===== src/rtl/multicycle_control.sv =====
// Sequencing FSM for the multi-cycle MIPS datapath (shared instruction/data memory).
// Define MC_JUMP_EN to decode J_OP into the JUMP state; otherwise J_OP traps as illegal.
`timescale 1ns/1ps
module multicycle_control (
  input  logic       clk,
  input  logic       rst_n,
  input  logic [5:0] opcode,
  input  logic       mem_ready,
  output logic       PCWrite,
  output logic       PCWriteCond,
  output logic       IorD,
  output logic       MemRead,
  output logic       MemWrite,
  output logic       IRWrite,
  output logic       MemtoReg,
  output logic       RegDst,
  output logic       RegWrite,
  output logic       ALUSrcA,
  output logic [1:0] ALUSrcB,
  output logic [2:0] ALUOp,
  output logic [1:0] PCSource,
  output logic       illegal,
  output logic [3:0] state_dbg
);

  localparam logic [5:0] RTYPE_OP = 6'b000000;
  localparam logic [5:0] LW_OP    = 6'b100011;
  localparam logic [5:0] SW_OP    = 6'b101011;
  localparam logic [5:0] BEQ_OP   = 6'b000100;
  localparam logic [5:0] ADDI_OP  = 6'b001000;
`ifdef MC_JUMP_EN
  localparam logic [5:0] J_OP     = 6'b000010;
  localparam logic [3:0] S_JUMP   = 4'd11;
`endif

  localparam logic [3:0] S_FETCH  = 4'd0;
  localparam logic [3:0] S_DECODE = 4'd1;
  localparam logic [3:0] S_MEMADR = 4'd2;
  localparam logic [3:0] S_MEMRD  = 4'd3;
  localparam logic [3:0] S_MEMWB  = 4'd4;
  localparam logic [3:0] S_MEMWR  = 4'd5;
  localparam logic [3:0] S_EXEC   = 4'd6;
  localparam logic [3:0] S_RTWB   = 4'd7;
  localparam logic [3:0] S_BRANCH = 4'd8;
  localparam logic [3:0] S_ADDIEX = 4'd9;
  localparam logic [3:0] S_ADDIWB = 4'd10;
  localparam logic [3:0] S_TRAP   = 4'd12;

  logic [3:0] r_state;
  logic [3:0] w_next;
  logic       r_illegal;

  // illegal tracks entry into TRAP, which is only left through reset
  always_ff @(posedge clk or negedge rst_n) begin
    if (!rst_n) begin
      r_state   <= S_FETCH;
      r_illegal <= 1'b0;
    end else begin
      r_state   <= w_next;
      r_illegal <= (w_next == S_TRAP);
    end
  end

  // Next-state and control decode; FETCH strobes follow mem_ready (Mealy)
  always_comb begin
    w_next      = r_state;
    PCWrite     = 1'b0;
    PCWriteCond = 1'b0;
    IorD        = 1'b0;
    MemRead     = 1'b0;
    MemWrite    = 1'b0;
    IRWrite     = 1'b0;
    MemtoReg    = 1'b0;
    RegDst      = 1'b0;
    RegWrite    = 1'b0;
    ALUSrcA     = 1'b0;
    ALUSrcB     = 2'b00;
    ALUOp       = 3'b000;
    PCSource    = 2'b00;
    case (r_state)
      S_FETCH: begin
        MemRead = 1'b1;
        ALUSrcB = 2'b01;
        IRWrite = mem_ready;
        PCWrite = mem_ready;
        if (mem_ready) w_next = S_DECODE;
      end
      S_DECODE: begin
        ALUSrcB = 2'b11;
        case (opcode)
          LW_OP, SW_OP: w_next = S_MEMADR;
          RTYPE_OP:     w_next = S_EXEC;
          BEQ_OP:       w_next = S_BRANCH;
          ADDI_OP:      w_next = S_ADDIEX;
`ifdef MC_JUMP_EN
          J_OP:         w_next = S_JUMP;
`endif
          default:      w_next = S_TRAP;
        endcase
      end
      S_MEMADR: begin
        ALUSrcA = 1'b1;
        ALUSrcB = 2'b10;
        if (opcode == LW_OP)      w_next = S_MEMRD;
        else if (opcode == SW_OP) w_next = S_MEMWR;
        else                      w_next = S_TRAP;
      end
      S_MEMRD: begin
        MemRead = 1'b1;
        IorD    = 1'b1;
        if (mem_ready) w_next = S_MEMWB;
      end
      S_MEMWB: begin
        MemtoReg = 1'b1;
        RegWrite = 1'b1;
        w_next   = S_FETCH;
      end
      S_MEMWR: begin
        MemWrite = 1'b1;
        IorD     = 1'b1;
        if (mem_ready) w_next = S_FETCH;
      end
      S_EXEC: begin
        ALUSrcA = 1'b1;
        ALUOp   = 3'b010;
        w_next  = S_RTWB;
      end
      S_RTWB: begin
        RegDst   = 1'b1;
        RegWrite = 1'b1;
        w_next   = S_FETCH;
      end
      S_BRANCH: begin
        ALUSrcA     = 1'b1;
        ALUOp       = 3'b001;
        PCWriteCond = 1'b1;
        PCSource    = 2'b01;
        w_next      = S_FETCH;
      end
      S_ADDIEX: begin
        ALUSrcA = 1'b1;
        ALUSrcB = 2'b10;
        w_next  = S_ADDIWB;
      end
      S_ADDIWB: begin
        RegWrite = 1'b1;
        w_next   = S_FETCH;
      end
`ifdef MC_JUMP_EN
      S_JUMP: begin
        PCWrite  = 1'b1;
        PCSource = 2'b10;
        w_next   = S_FETCH;
      end
`endif
      S_TRAP:  w_next = S_TRAP;
      default: w_next = S_TRAP;
    endcase
  end

  assign illegal   = r_illegal;
  assign state_dbg = r_state;

endmodule


===== config.mk =====
export PLATFORM = sky130hd
export DESIGN_NAME = multicycle_control
export DESIGN_NICKNAME = d
export VERILOG_FILES = /design/src/rtl/multicycle_control.sv
export SDC_FILE = /design/constraint.sdc
export NUM_CORES = 1
export LEC_CHECK = 0
export ABC_AREA = 1
export BUFFER_PORTS_ARGS = -buffer_cell sky130_fd_sc_hd__buf_4
export CORE_MARGIN = 8
export CORE_UTILIZATION = 40
export CTS_CLUSTER_SIZE = 20
export DETAILED_ROUTE_END_ITERATION = 10
export HOLD_SLACK_MARGIN = 0.15
export PLACE_DENSITY = 0.75
export SKIP_LAST_GASP = 1
export SLEW_MARGIN = 40
export SYNTH_ARGS = -nofsm -noshare
export SYNTH_HDL_FRONTEND = slang
export SYNTH_SLANG_ARGS = --single-unit
export TNS_END_PERCENT = 5

===== constraint.sdc =====
create_clock -name clk -period 1.4 [get_ports clk]
set_input_delay 0.21 -clock clk [delete_from_list [all_inputs] [get_ports clk]]
set_output_delay 0.21 -clock clk [all_outputs]
set_load 0.02 [all_outputs]

* Word-level counts from Yosys, hierarchy flattened
Index checks and enable logic that the tools add are counted.
W data, S select, Z words.
** Word-level totals
- Input bits :: 9
- Logic and storage cells :: 45
- Output and inout bits :: 22
- Register bits :: 5
** Cells by class
- Equality and inequality tests :: 15
- Reductions and logical operators :: 9
- Muxes and demuxes :: 19
** Operator list (number)
- $pmux W4 S8 :: 1
- $mux W4 :: 5
- $eq A4 B3 Y1 const B :: 4
- $eq A4 B4 Y1 const B :: 4
- $pmux W4 S4 :: 1
- $eq A6 B6 Y1 const B :: 2
- $mux W1 :: 10
- $eq A4 B2 Y1 const B :: 2
- $reduce_or A2 Y1 :: 4
- $reduce_or A4 Y1 :: 2
- $eq A6 B3 Y1 const B :: 1
- $eq A6 B4 Y1 const B :: 1
- $logic_not A6 Y1 :: 1
- $pmux W2 S3 :: 1
- $eq A4 B1 Y1 const B :: 1
- $logic_not A4 Y1 :: 1
- $pmux W2 S2 :: 1
- $reduce_or A3 Y1 :: 1

* Logic depth before layout (Yosys ltp)
Gate-level depths: netlist of run 1.
- Depth in word-level cells :: 5
- Mapped depth :: 9
- Mapped depth without buffers :: 9

* Worst setup path before layout of run 1
Ideal clock, no wire load.
- Path type :: reg-to-output
- From :: reg r_state[3] (netlist: state_dbg[3])
- To :: out ALUSrcA
- Setup slack :: -261 ps
- Cell stages (with the launch flop) :: 7
- Path buffers :: 0
- Required time :: 1190 ps
- Arrival time :: 1451 ps
- Path through :: dfrtp_1 inv_2 nor2_1 inv_1 nor2_1 nor2_1 nand2_1
** Between the ends
- Longest elaborated chain between the ends :: 3
- Elaborated cells between the ends (all ways) :: 6
- Classes of those cells :: 4 x eq/ne; 1 x mux; 1 x reduce/logical
** RTL lines
- start: declaration :: RTL line 49 : logic [3:0] r_state;
- start signal: assignment :: RTL line 59 : r_state <= w_next;
- $eq A4 B2 Y1, or another cell as far along :: RTL line 80 : case (r_state)
- $reduce_or A4 Y1 (no line) *
- $mux W1 * :: RTL line 80
- end: declaration :: RTL line 18 : output logic ALUSrcA,
Mark *: on every way between the ends. The rest lies on a longest branch, timed or not.

* Final worst setup path of run 1
- From :: reg r_state[2] (netlist: state_dbg[2])
- To :: out IorD
** Between the ends
- Longest elaborated chain between the ends :: 3
- Elaborated cells between the ends (all ways) :: 4
- Classes of those cells :: 2 x eq/ne; 1 x mux; 1 x reduce/logical
** RTL lines
- $eq A4 B3 Y1 or $eq A4 B2 Y1 (tied branches) :: RTL line 80
- $reduce_or A2 Y1 (no line) *
- $mux W1 * :: RTL line 80
- end: declaration :: RTL line 11 : output logic IorD,
Marks and branches as above.

==> impl_metrics.py, run 1 <==
metrics = {
    "outcome": {
        "status": "complete, but fails checks",
        "violations": "setup timing",
    },
    "yosys": {
        "synth_top_area_share_pct": 22.8,
        "synthArstFlopShare_pct": 100,
        "synth-edff-count": 0,
        "netlist_instances": 92,
        "seq_area_frac_synth_pct": 22.8,
        "yosysWarningCount": 0,
        "ys.flop_type": "dfrtp_1",
        "ys_ff_latch": 5,
        "synthTopCellsByArea": "dfrtp_1, nor2_1, nand2_1",
        "syn-cell-area_um2": 548,
        "ys_types": 19,
        "synth_common_cells": "nor2_1, nand2_1, inv_1",
        "synth.largest_area_cell": "dfrtp_1",
        "postSynthAreaPerCell_um2": 5.96,
        "synth_most_common_cell": "nor2_1",
    },
    "placed_design": {
        "place_area_um2": 777,
        "io_buffer_count": 28,
        "dp_hpwl_um": 1340,
        "dp.cells": 131,
        "gp_congestion": 0.796,
    },
    "clock_network": {
        "cts_tree": "yes",
        "htree_levels": 1,
        "path_clk_slew_ns": 0.05,
        "cts_buffers": 3,
        "numClockSinks": 5,
        "clock_latency_ns": 0.24,
        "clk_path_buf_depth": 2,
        "cts_root_buf": "clkbuf_4",
    },
    "floorplanning": {
        "die_area_um2": 2810,
        "core-area_um2": 1280,
        "rows": 13,
        "ios": 31,
        "die_h_um": 53.0,
        "die_x_um": 53.0,
        "initial_core_util_pct": 42.6,
    },
    "worst_setup_path": {
        "setup.worst_path.end_class": "output pin",
        "crit_family": "flip-flops",
        "path_max_fanout": 6,
        "cp.required_ns": 1.19,
        "crit_slowest_cell": "dfrtp_2",
        "critPathKind": "reg2out",
        "worstSetupPathDepth": 4,
        "cp_slowest_stage_delay_ns": 0.48,
        "path_buf_inv": 1,
        "reg2reg_depth": 6,
        "cp.arrival_ns": 1.31,
        "critPathLaunchType": "flip-flop",
        "regToRegSetupSlack_ns": 0.16,
        "reg2reg_to": "illegal$_DFF_PN0_",
        "timing.rr.start": "state_dbg[1]$_DFF_PN0_",
        "path_cells": "nor2_2 -> nand3_1 -> o21ai_1 -> buf_4",
    },
    "sta": {
        "drv_slew": 0,
        "layout_setup_ws_ns": -0.118,
        "fmax_mhz": 659,
        "skew_ns": 0.00465,
        "finalCriticalPeriod_ns": 1.52,
        "hold_viol_final": 0,
        "setup_viol": 12,
        "holdWs_ns": 0.300,
        "finalCritPeriodShare_pct": 108,
        "rsz0062_at_grt": "yes",
    },
    "drt": {
        "antenna_left": 0,
        "via_per_inst": 4.77,
        "drtIter0Drc": 14,
        "wl_per_cell_um": 12.2,
        "dr.pass1.iters": 4,
        "via_count": 663,
        "wl_um": 1690,
        "drc": 0,
    },
    "final_layout": {
        "final_cells": 139,
        "num_antenna_cells": 0,
        "drive_gt1_share_pct": 50.8,
        "final_cell_area_um2": 885,
        "nets": 134,
        "post-route-util_pct": 68.8,
        "area_growth_pct": 61.4,
    },
    "global_routing": {
        "antenna_found_initial": 0,
        "overflow": 0,
        "grt_pass1_wl_um": 2690,
        "grt_pass1_vias": 638,
        "grt_use_total_pct": 12.5,
        "grt_max_degree": 8,
    },
    "worst_hold_path": {
        "hold_depth": 3,
        "min_to": "state_dbg[0]$_DFF_PN0_",
        "hold_class": "in2reg",
        "worstHoldStart": "opcode[3]",
    },
    "run": {
        "maxCapViolations": 0,
    },
    "pwr": {
        "power.density_nw_per_um2": 407,
        "p_leak_nw": 0.448,
        "vdd_drop_max_mv": 0.636,
    },
}
[stage by stage]
stage          total power [W]  TNS, ns  setup slack, ns
2_1_floorplan         0.000170  -0.0110         -0.00811
3_3_place_gp          0.000188        0           0.0730
3_5_place_dp          0.000190        0           0.0556
4_1_cts               0.000361   -0.714           -0.113
5_1_grt               0.000391    -1.77           -0.208
6_report              0.000360   -0.767           -0.118
[repair_timing]
action                                 CTS  global route
setup endpoints to repair               14            15
pin swaps                                4             0
resized for setup                       16             0
buffers inserted                         3             0
hold buffers                             1             0
endpoints found under the hold margin    5             0
[final cells by class]
| type | count | area, um^2 |
|---|---|---|
| Clock buffer | 4 | 26.3 |
| Fill cell | 125 | 400 |
| Inverter | 18 | 72.6 |
| Multi-Input combinational cell | 65 | 394 |
| Sequential cell | 5 | 130 |
| Tap cell | 15 | 18.8 |
| Timing Repair Buffer | 32 | 243 |
[worst max path at each step]
| stage | to | from |
|---|---|---|
| 2_1_floorplan | ALUSrcA | state_dbg[3]$_DFF_PN0_ |
| 6_report | IorD | state_dbg[2]$_DFF_PN0_ |
| 3_3_place_gp | ALUSrcA | state_dbg[3]$_DFF_PN0_ |
| 4_1_cts | IorD | state_dbg[2]$_DFF_PN0_ |
| 5_1_grt | PCWrite | state_dbg[1]$_DFF_PN0_ |
| 3_5_place_dp | ALUSrcA | state_dbg[3]$_DFF_PN0_ |
[where the power goes]
group / switching (W) / internal, W / leakage, nW
clock: 0.0000617 / 0.000108 / 0.0150
sequential: 0 / 0.000145 / 0.0502
combinational: 0.0000243 / 0.0000212 / 0.383
total: 0.0000860 / 0.000274 / 0.448
[sequential cells by signal, summed over array words and instances (netlist names)]
name and cells:
illegal 1, state_dbg 4
[cell usage in the layout (no fill, tap or decap)]
cell type,netlist,final
o21ai_1,2,2
inv_4,0,2
conb_1,1,2
a21oi_1,5,4
nand4_1,2,2
nand3_1,6,6
dfrtp_1,5,1
buf_4,5,31
a21oi_2,0,1
clkbuf_4,0,3
o2111ai_1,1,1
nand2_2,2,1
nand3_2,2,2
nor2_1,19,12
nand2_4,0,2
dlygate4sd3_1,0,1
o211ai_1,1,1
nand2_8,1,1
dfrtp_2,0,4
o21ai_2,0,1
inv_1,12,11
inv_2,6,5
nor2_4,1,8
clkbuf_1,0,1
nand2_1,18,17
nor2_2,2,2
[cell families after synthesis]
kind of cell / share of synthesized area (%)
AND/OR/NAND/NOR: 47.0
AO/OA/AOI/OAI: 10.3
flip-flops: 22.8
buffers and inverters: 19.2
other: 0.684
[worst min-delay path, cell delays in order]
cell and delay (ns):
buf_4 0.10, nand4_1 0.09, o211ai_1 0.10
[per-layer routing]
layer	up-vias	global-route usage, %	wire, um
li1	348	-	-
met1	290	12.2	656
met2	25	24.0	875
met3	0	5.32	160
met4	0	1.29	0
met5	-	0	0
No activity file was read; power rests on OpenSTA's default activity.
==> run 2: changes to the inputs <==
CORE_MARGIN = unset   (was 8)
clock period = 1.5 ns   (was 1.4 ns; I/O delays follow)
==> impl_metrics.py, run 2 (synthesized netlist as in run 1, its figures left out) <==
metrics = {
    "placed_design": {
        "io_buffer_count": 28,
        "gp_congestion": 0.822,
        "place_area_um2": 754,
        "dp_hpwl_um": 1150,
    },
    "sta": {
        "fmax_mhz": 639,
        "finalCritPeriodShare_pct": 104,
        "rsz0062_at_grt": "yes",
        "finalCriticalPeriod_ns": 1.56,
        "holdWs_ns": 0.301,
        "drv_slew": 0,
        "hold_viol_final": 0,
        "layout_setup_ws_ns": -0.0646,
        "setup_viol": 7,
        "skew_ns": 0.00862,
    },
    "clock_network": {
        "cts_buffers": 3,
        "path_clk_slew_ns": 0.05,
        "cts_tree": "yes",
        "clk_path_buf_depth": 2,
        "numClockSinks": 5,
        "htree_levels": 1,
        "cts_root_buf": "clkbuf_4",
        "clock_latency_ns": 0.25,
    },
    "pwr": {
        "power.density_nw_per_um2": 372,
        "vdd_drop_max_mv": 0.527,
        "p_leak_nw": 0.466,
    },
    "global_routing": {
        "overflow": 0,
        "grt_max_degree": 8,
        "antenna_found_initial": 0,
        "grt_pass1_vias": 617,
        "grt_pass1_wl_um": 2690,
        "grt_use_total_pct": 27.2,
    },
    "drt": {
        "via_per_inst": 4.93,
        "wl_per_cell_um": 12.2,
        "antenna_left": 0,
        "wl_um": 1740,
        "via_count": 705,
        "dr.pass1.iters": 4,
        "drc": 0,
        "drtIter0Drc": 10,
    },
    "floorplanning": {
        "core-area_um2": 1190,
        "ios": 31,
        "die_x_um": 39.0,
        "rows": 12,
        "initial_core_util_pct": 46.2,
        "die_area_um2": 1520,
        "die_h_um": 39.0,
    },
    "worst_hold_path": {
        "hold_class": "in2reg",
    },
    "worst_setup_path": {
        "setup.worst_path.end_class": "output pin",
        "cp.required_ns": 1.27,
        "cp.arrival_ns": 1.34,
        "critPathLaunchType": "flip-flop",
        "path_max_fanout": 6,
        "critPathKind": "reg2out",
    },
    "run": {
        "maxCapViolations": 0,
    },
    "final_layout": {
        "final_cell_area_um2": 921,
        "largest_register_ffs": 4,
        "final_common_cell": "buf_4",
        "final_cell_mix": "buf_4, nand2_1, nor2_1",
        "num_antenna_cells": 0,
        "nets": 139,
        "area_growth_pct": 68.0,
        "drive_gt1_share_pct": 52.7,
    },
    "outcome": {
        "violations": "setup timing",
        "status": "complete, but fails checks",
    },
}
==> run 2: metrics by stage <==
stage	instances	util, %	TNS (ns)	setup WS, ns	total power (W)
2_1_floorplan	93	-	-0.0145	-0.0125	0.000158
3_3_place_gp	130	63.6	0	0.143	0.000176
3_5_place_dp	130	63.6	0	0.144	0.000177
4_1_cts	143	77.6	-0.104	-0.0248	0.000342
5_1_grt	143	77.6	-0.797	-0.144	0.000359
6_report	143	77.6	-0.251	-0.0646	0.000343
==> run 2: what timing repair did <==
item	CTS	global route
hold endpoints to repair	5	0
resized for setup	23	0
hold buffers	1	0
pin swaps	3	1
endpoints found under the setup margin	11	10
setup buffers	8	0
==> run 2: per-layer routing <==
layer,global-route usage (%),routed length (um),part of all wire (%)
met5,0,0,0
met4,9.48,36,2.1
met3,12.1,123,7.1
met2,47.9,870,50
met1,27.9,709,41
==> run 2: critical path: stages (launching register included) <==
cell and delay (ns):
dfrtp_2 0.49, nor2_4 0.18, inv_2 0.07, nor2_4 0.11
nor2_1 0.05, nand2_1 0.06, buf_4 0.13
==> run 2: path summary, 6_finish.rpt <==
check	slack (ns)	endpoint	cells past startpoint	start
hold / removal	0.30	state_dbg[0]$_DFF_PN0_	3	opcode[3]
setup reg to reg	-0.02	state_dbg[0]$_DFF_PN0_	10	state_dbg[2]$_DFF_PN0_
max in group asynchronous	1.06	state_dbg[1]$_DFF_PN0_	2	rst_n
setup / recovery	-0.06	ALUSrcA	6	state_dbg[2]$_DFF_PN0_
hold reg to reg	0.73	state_dbg[3]$_DFF_PN0_	3	state_dbg[1]$_DFF_PN0_
min in group asynchronous	0.31	state_dbg[2]$_DFF_PN0_	2	rst_n
==> run 2: where the power goes <==
part           internal, W  switching, W
Combinational    0.0000197     0.0000218
Clock             0.000101     0.0000647
Sequential        0.000135             0
Total             0.000256     0.0000865
==> run 2: cell type report <==
cell class,instances,area [um^2]
fillers,93,265
clock buffers,4,26.3
flip-flops and latches,5,129
multi-input cells,65,388
well taps,14,17.5
repair buffers,37,288
inverters,18,72.6
